## src/rtl/dbg_sba_manager.sv

```systemverilog
// System Bus Access engine behind sbcs/sbaddress0/sbdata0: decodes DMI accesses
// and runs single 8/16/32-bit transfers on a valid/grant/rvalid bus manager port.
module dbg_sba_manager #(
    parameter int BUS_TIMEOUT = 255
) (
    input  logic        clk,
    input  logic        nRst,
    input  logic        dmi_req,
    input  logic [7:0]  dmi_addr,
    input  logic        dmi_we,
    input  logic [31:0] dmi_wdata,
    output logic        dmi_rvalid,
    output logic [31:0] dmi_rdata,
    output logic        bus_req,
    output logic        bus_we,
    output logic [31:0] bus_addr,
    output logic [3:0]  bus_be,
    output logic [31:0] bus_wdata,
    input  logic        bus_gnt,
    input  logic        bus_rvalid,
    input  logic [31:0] bus_rdata,
    input  logic        bus_err
);
    typedef enum logic [1:0] {IDLE, REQ, RESP} state_t;

    localparam logic [15:0] CNT_MAX = 16'(BUS_TIMEOUT - 1);

    state_t      state, state_nxt;
    logic [31:0] sbaddr, sbdata;
    logic [2:0]  access, error;
    logic        readonaddr, readondata, autoinc, busyerror;
    logic [15:0] cnt;
    logic        done, timeout;

    function automatic logic [3:0] lane_be(input logic [2:0] acc, input logic [1:0] off);
        case (acc)
            3'd0:    lane_be = 4'b0001 << off;
            3'd1:    lane_be = 4'b0011 << off;
            default: lane_be = 4'hF;
        endcase
    endfunction

    function automatic logic [31:0] lane_wdata(input logic [2:0] acc, input logic [31:0] d);
        case (acc)
            3'd0:    lane_wdata = {4{d[7:0]}};
            3'd1:    lane_wdata = {2{d[15:0]}};
            default: lane_wdata = d;
        endcase
    endfunction

    function automatic logic [31:0] lane_rdata(input logic [2:0] acc, input logic [1:0] off,
                                               input logic [31:0] d);
        logic [31:0] sh;
        sh = d >> {off, 3'b000};
        case (acc)
            3'd0:    lane_rdata = {24'd0, sh[7:0]};
            3'd1:    lane_rdata = {16'd0, sh[15:0]};
            default: lane_rdata = sh;
        endcase
    endfunction

    logic busy, wr_cs, wr_addr, wr_data, rd_data, clean;
    logic start_rd, start_wr, start, size_bad, align_bad, go;
    logic [31:0] start_addr, start_data, sbcs_val;
    logic [1:0]  align_mask;

    assign busy     = (state != IDLE);
    assign wr_cs    = dmi_req && dmi_we && (dmi_addr == 8'h38);
    assign wr_addr  = dmi_req && dmi_we && (dmi_addr == 8'h39);
    assign wr_data  = dmi_req && dmi_we && (dmi_addr == 8'h3c);
    assign rd_data  = dmi_req && !dmi_we && (dmi_addr == 8'h3c);
    assign clean    = !busyerror && (error == 3'd0);
    assign start_rd = !busy && clean && ((wr_addr && readonaddr) || (rd_data && readondata));
    assign start_wr = !busy && clean && wr_data;
    assign start    = start_rd || start_wr;

    // A new sbaddress0/sbdata0 value takes effect for the transfer it launches
    assign start_addr = wr_addr ? dmi_wdata : sbaddr;
    assign start_data = wr_data ? dmi_wdata : sbdata;
    assign align_mask = (access == 3'd0) ? 2'b00 : (access == 3'd1) ? 2'b01 : 2'b11;
    assign size_bad   = (access > 3'd2);
    assign align_bad  = |(start_addr[1:0] & align_mask);
    assign go         = start && !size_bad && !align_bad;

    assign sbcs_val = {3'd1, 6'd0, busyerror, busy, readonaddr, access, autoinc,
                       readondata, error, 7'd32, 5'b00111};

    // Drop the request as soon as reset is seen, not one edge later
    assign bus_req = (state == REQ) && nRst;

    always_comb begin
        state_nxt = state;
        done      = 1'b0;
        timeout   = 1'b0;
        case (state)
            IDLE: if (go) state_nxt = REQ;
            REQ: begin
                if (bus_gnt) begin
                    state_nxt = RESP;
                end else if (cnt == CNT_MAX) begin
                    state_nxt = IDLE;
                    timeout   = 1'b1;
                end
            end
            RESP: begin
                if (bus_rvalid) begin
                    state_nxt = IDLE;
                    done      = 1'b1;
                end else if (cnt == CNT_MAX) begin
                    state_nxt = IDLE;
                    timeout   = 1'b1;
                end
            end
            default: state_nxt = IDLE;
        endcase
    end

    always_ff @(posedge clk) begin
        if (!nRst) begin
            state      <= IDLE;
            sbaddr     <= '0;
            sbdata     <= '0;
            access     <= 3'd2;
            readonaddr <= 1'b0;
            readondata <= 1'b0;
            autoinc    <= 1'b0;
            busyerror  <= 1'b0;
            error      <= 3'd0;
            cnt        <= '0;
            dmi_rvalid <= 1'b0;
            dmi_rdata  <= '0;
            bus_we     <= 1'b0;
            bus_addr   <= '0;
            bus_be     <= '0;
            bus_wdata  <= '0;
        end else begin
            state      <= state_nxt;
            dmi_rvalid <= dmi_req;
            if (state_nxt != state) cnt <= '0;
            else if (busy)          cnt <= cnt + 16'd1;

            dmi_rdata <= '0;
            if (dmi_req && !dmi_we) begin
                case (dmi_addr)
                    8'h38:   dmi_rdata <= sbcs_val;
                    8'h39:   dmi_rdata <= sbaddr;
                    8'h3c:   dmi_rdata <= sbdata;
                    default: dmi_rdata <= '0;
                endcase
            end

            if (wr_cs) begin
                readonaddr <= dmi_wdata[20];
                access     <= dmi_wdata[19:17];
                autoinc    <= dmi_wdata[16];
                readondata <= dmi_wdata[15];
            end

            // Hardware-raised flags win over a same-cycle W1C
            if ((wr_addr || wr_data || rd_data) && busy) busyerror <= 1'b1;
            else if (wr_cs)                              busyerror <= busyerror & ~dmi_wdata[22];

            if (start && size_bad)       error <= 3'd4;
            else if (start && align_bad) error <= 3'd3;
            else if (done && bus_err)    error <= 3'd2;
            else if (timeout)            error <= 3'd1;
            else if (wr_cs)              error <= error & ~dmi_wdata[14:12];

            if (wr_addr && !busy)
                sbaddr <= dmi_wdata;
            else if (done && !bus_err && autoinc)
                sbaddr <= sbaddr + (32'd1 << access);

            if (wr_data && !busy)
                sbdata <= dmi_wdata;
            else if (done && !bus_err && !bus_we)
                sbdata <= lane_rdata(access, sbaddr[1:0], bus_rdata);

            if (go) begin
                bus_we    <= start_wr;
                bus_addr  <= {start_addr[31:2], 2'b00};
                bus_be    <= lane_be(access, start_addr[1:0]);
                bus_wdata <= lane_wdata(access, start_data);
            end
        end
    end
endmodule

```

## config.mk

```make
export PLATFORM = sky130hd
export DESIGN_NAME = dbg_sba_manager
export DESIGN_NICKNAME = d
export VERILOG_FILES = /design/src/rtl/dbg_sba_manager.sv
export SDC_FILE = /design/constraint.sdc
export NUM_CORES = 1
export LEC_CHECK = 0
export BUFFER_PORTS_ARGS = -buffer_cell sky130_fd_sc_hd__buf_2
export CAP_MARGIN = 20
export CORE_MARGIN = 1.5
export CORE_UTILIZATION = 40
export DETAILED_ROUTE_END_ITERATION = 8
export SYNTH_ARGS = -nofsm -noshare
export SYNTH_HDL_FRONTEND = slang
export SYNTH_SLANG_ARGS = --single-unit
```

## constraint.sdc

```tcl
create_clock -name clk -period 10.25 [get_ports clk]
set_input_delay 1.025 -clock clk [delete_from_list [all_inputs] [get_ports clk]]
set_output_delay 1.025 -clock clk [all_outputs]
set_load 0.05 [all_outputs]
```

# Word-level counts from Yosys, hierarchy flattened
# Index checks and enable logic that the tools add are counted.
# totals
regBits,192
out_inout_bits,103
wordCells,116
in_bits,79
# classes
bitwise,6
order_cmp,1
eq_ne,8
shift,4
add_sub_neg,2
n_mux,30
n_reduce_logical,48
# ops
operator,count
two-way mux 32 bit,6
one-hot mux 32 bit (2 select lines),2
one-hot mux 32 bit (3 select lines),1
adder 32 bit,1
"<< shifter 1 x 3 -> 32 bit, first input constant",1
right shift 32 x 5 -> 32 bit,1
"equality test 8 x 6 -> 1 bit, second input constant",3
logical AND 1 bit,24
"adder 16 x 1 -> 16 bit, second input constant",1
"equality test 16 x 8 -> 1 bit, second input constant",1
two-way mux 3 bit,5
two-way mux 2 bit,6
one-hot mux 4 bit (2 select lines),1
nonzero test 2 bit,4
zero test 1 bit,7
two-way mux 1 bit,7
zero test 3 bit,2
one-hot mux 2 bit (3 select lines),1
OR reduction 2 bit,3
nonzero test 5 bit,1
logical OR 1 bit,4
nonzero test 4 bit,1
"<< shifter 1 x 2 -> 4 bit, first input constant",1
"<< shifter 2 x 2 -> 4 bit, first input constant",1
13 further kinds,14

# Logic depth before layout (Yosys ltp)
# depth
ltp_word,13
mapped_depth,15
mapped_depth_nobuf,11

# Least setup slack after synthesis
# Ideal clock, no wire load.
# synth_timing
kind,register -> register
from,register access[1]
to,register sbaddr[28]
path_buffers,4
arrival_ns,3.266
slack_ns,6.860
path_stages_with_launch,16
period_less_slack_ns,3.390
t_required_ns,10.126
setup_ns,0.124
path_cell_list,dfxtp_1 clkbuf_1 or2_2 clkbuf_1 nor2_1 clkbuf_1 ha_1 inv_1 fa_1 nand2b_1 a21oi_1 a221oi_1 clkbuf_1 nor4b_1 xnor2_1 o21ai_1
# synth_between
elab_chain_cells,4
# synth_lines
element,line_no,text
from (decl),30,"logic [2:0] access, error;"
from (signal assigned),154,access <= dmi_wdata[19:17];
<< shifter 1 x 3 -> 32 bit,172,sbaddr <= sbaddr + (32'd1 << access);
adder 32 bit,172,
two-way mux 32 bit,171,else if (done && !bus_err && autoinc)
two-way mux 32 bit,169,if (wr_addr && !busy)
to (signal assigned),170,sbaddr <= dmi_wdata;
to (signal assigned),172,
to (decl),29,"logic [31:0] sbaddr, sbdata;"
# Every way passes these cells. The select of a mux whose other input is x is not followed.
# A chain may end at the register's enable or synchronous reset.

# Worst setup path in the final report
# layout_timing
from,input nRst
to,output bus_req
# layout_between
elab_chain_cells,1
# layout_lines
element,line_no,text
from (decl),7,"input logic nRst,"
logical AND 1 bit,89,assign bus_req = (state == REQ) && nRst;
to (decl),14,"output logic bus_req,"
# Every way passes these cells.

==> impl_metrics.toml <==
[clock_network]
htreeDepth = 4
ctsLongestPathBuffers = 2
root_buffer = "clkbuf_16"
cts_setup_buffers = 0
numClockSinks = 192
cts_tree = "built"
hold_buffers = 0
clkTransAtPathRegs_ns = 0.08
worstSkewPairLatency_ns = 0.46
cts_buffers = 17
cts_resized = 0

[hold_path]
hp-start = "bus_wdata[21]$_SDFFE_PN0P_"
min_path_type = "reg2reg"
hold_depth = 2
hold_end = "bus_wdata[21]$_SDFFE_PN0P_"

[route]
wl_per_cell_um = 20.5
drcViolationCount = 0
vias_per_cell = 5.83
drt_iter0_drc = 926
wirelength_um = 35900
postRouteAntennaNets = 0
vias = 10200
dr.pass1.iters = 5

[power_and_ir_drop]
power_density_nw_per_um2 = 124
power.leakage_nw = 4.41
ir_drop_mv = 0.113

[setup_path]
ff2ff_setup_slack_ns = 5.99
cp.arrival_ns = 3.34
crit_type = "in2out"
endpoint_kind = "output pin"
required_ns = 9.23
cp-start-kind = "primary input"
r2r_end = "sbaddr[24]$_SDFFE_PN0P_"
r2r_start = "access[1]$_SDFFE_PN1P_"
crit_fanout = 66
r2r_cells = 12

[yosys]
ys_seq_elements = 192
synth_flop_cell = "dfxtp_1"
netlist.area_leader.share = 0.374
async_reset_ff_frac = 0
synth-simple-area-share = 0.241
ys_seq_area_frac = 0.374
syn_area_um2 = 10300
synth_compound_area_frac = 0.211
ys_top_cells_by_area = "dfxtp_1 37%, nand2_1 6.4%, nor2_1 6.2%"
synthCells = 1288
synth_fa_ha_area_frac = 0.0190
ys_warn_count = 0
avgSynthCellArea_um2 = 7.98
synth_edf_count = 0
synth_cell_types = 67
synthXorXnorAreaFrac = 0.0324
synth_top_family_by_area = "simple AND/OR/NAND/NOR gates"
muxShareOfSynthArea = 0.0712
synth_top_area_cell = "dfxtp_1"

[sta]
rsz0062_at_grt = "no"
maxSlewHeadroom = 0.316
post-route-period-util = 0.425
setup_tns_ns = 0
clock-skew-final_ns = 0.0168
finalMaxSlewViolations = 0
setup_violations = 0
hold_violations = 0
final.hold.worst_slack_ns = 0.455
worst_pin_slew_ns = 1.02
fmax_ghz = 0.229
finalCriticalPeriod_ns = 4.36

[global_routing]
grt_pass1_wl_um = 54500
grt_overflow = 0
antenna_found_initial = 1
grt_max_degree = 67
grt_usage = 0.268
grt_pass1_vias = 9359

[cells_and_area]
area_delta_synth_final_pct = 15.6
final_cells = 1749
num-nets-final = 1501
antenna_cells = 0
drive_gt1_frac = 0.192
final_cell_mix = "192 x dfxtp_1, 179 x buf_2, 176 x nand2_1"
final_common_cell = "dfxtp_1"

[die]
die_y_um = 163
num_rows = 58
core_um2 = 25200
die_x_um = 163
start_util = 0.408
pin_count = 182
dieArea_um2 = 26700

[placed_design]
gp_congestion = 0.956
dp_cells = 1715
hpwl_um = 26500
port_buffers = 179

[outcome]
status = "completed"

[flow_run]
cap_violations = 0
## cells by family (layout without fill, tap and decap cells)
group / Yosys count / in the layout
AO/OA/AOI/OAI: 317 / 317
multiplexers: 72 / 72
buffers and inverters: 123 / 253
AND/OR/NAND/NOR: 530 / 530
flip-flops: 192 / 192
other: 1 / 2
XOR/XNOR: 38 / 38
adder cells (fa/ha/maj): 15 / 15
## metrics by stage
| step | total power, W | area (um2) | util | worst slack (ns) |
|---|---|---|---|---|
| 2_1_floorplan | 0.000797 | 10300 | - | 6.86 |
| 3_3_place_gp | 0.000838 | 11300 | 0.449 | 5.84 |
| 3_5_place_dp | 0.000838 | 11300 | 0.449 | 5.75 |
| 4_1_cts | 0.00148 | 11900 | 0.471 | 5.89 |
| 5_1_grt | 0.00151 | 11900 | 0.472 | 5.73 |
| 6_report | 0.00147 | 11900 | 0.472 | 5.89 |
## power by group
group	internal (W)	total [W]	switching, W
clock	0.000318	0.000650	0.000332
combinational	0.0000222	0.0000750	0.0000528
sequential	0.000746	0.000746	0.000000612
## metal layers
layer / wire [um] / GRT usage / up-vias
met4: 1200 / 0.104 / 2
met5: 9 / 0 / -
met3: 2760 / 0.0475 / 69
met1: 16000 / 0.368 / 4845
met2: 15900 / 0.415 / 443
li1: - / - / 4834
## synth_stat cells (all sizes together), types with 3 or more instances
library cell and instances:
a211oi 48, a21o 7, a21oi 77, a22oi 32
a311oi 33, a31oi 5, and2 4, and3 5
and3b 3, and4b 3, buf 30, clkbuf 73
dfxtp 192, ha 14, inv 20, mux2 9
mux2i 63, nand2 176, nand2b 9, nand3 56
nand3b 6, nand4 24, nand4b 6, nor2 169
nor2b 11, nor3 19, nor3b 5, nor4 17
nor4b 4, o2111ai 6, o211ai 6, o21ai 87
or3 4, or4 3, xnor2 18, xor2 20
## worst max-delay path by stage
stage                           startpoint                      end  slack (ns)  depth (start not counted)
finish                                nRst                  bus_req        5.89                          5
global route                          nRst                  bus_req        5.73                          5
CTS                                   nRst                  bus_req        5.89                          5
detailed placement             dmi_addr[2]      cnt[5]$_SDFFE_PP0N_        5.75                          8
global placement               dmi_addr[2]      cnt[8]$_SDFFE_PP0N_        5.84                          8
floorplan           access[1]$_SDFFE_PN1P_  sbaddr[28]$_SDFFE_PN0P_        6.86                         15
## worst max-delay path: stages
cell	delay (ns)
buf_2	0.08
buf_4	0.56
clkinv_2	0.92
nor2_1	0.38
buf_2	0.32
## registers in the layout (all words and copies together) (netlist names)
signal / cells
bus_wdata: 32
dmi_rdata: 32
sbaddr: 32
sbdata: 32
bus_addr: 30
cnt: 16
bus_be: 4
access: 3
error: 3
state: 2
autoinc: 1
bus_we: 1
busyerror: 1
dmi_rvalid: 1
readonaddr: 1
readondata: 1
## area by class of cell
| class | count | area [um2] |
|---|---|---|
| clock inverters | 14 | 123 |
| clock buffers | 17 | 425 |
| flip-flops and latches | 192 | 3840 |
| fillers | 2551 | 13300 |
| repair buffers | 202 | 1070 |
| inverters | 20 | 76.3 |
| multi-input cells | 974 | 5930 |
| well taps | 330 | 413 |
Power figures use the tool's default switching activity.
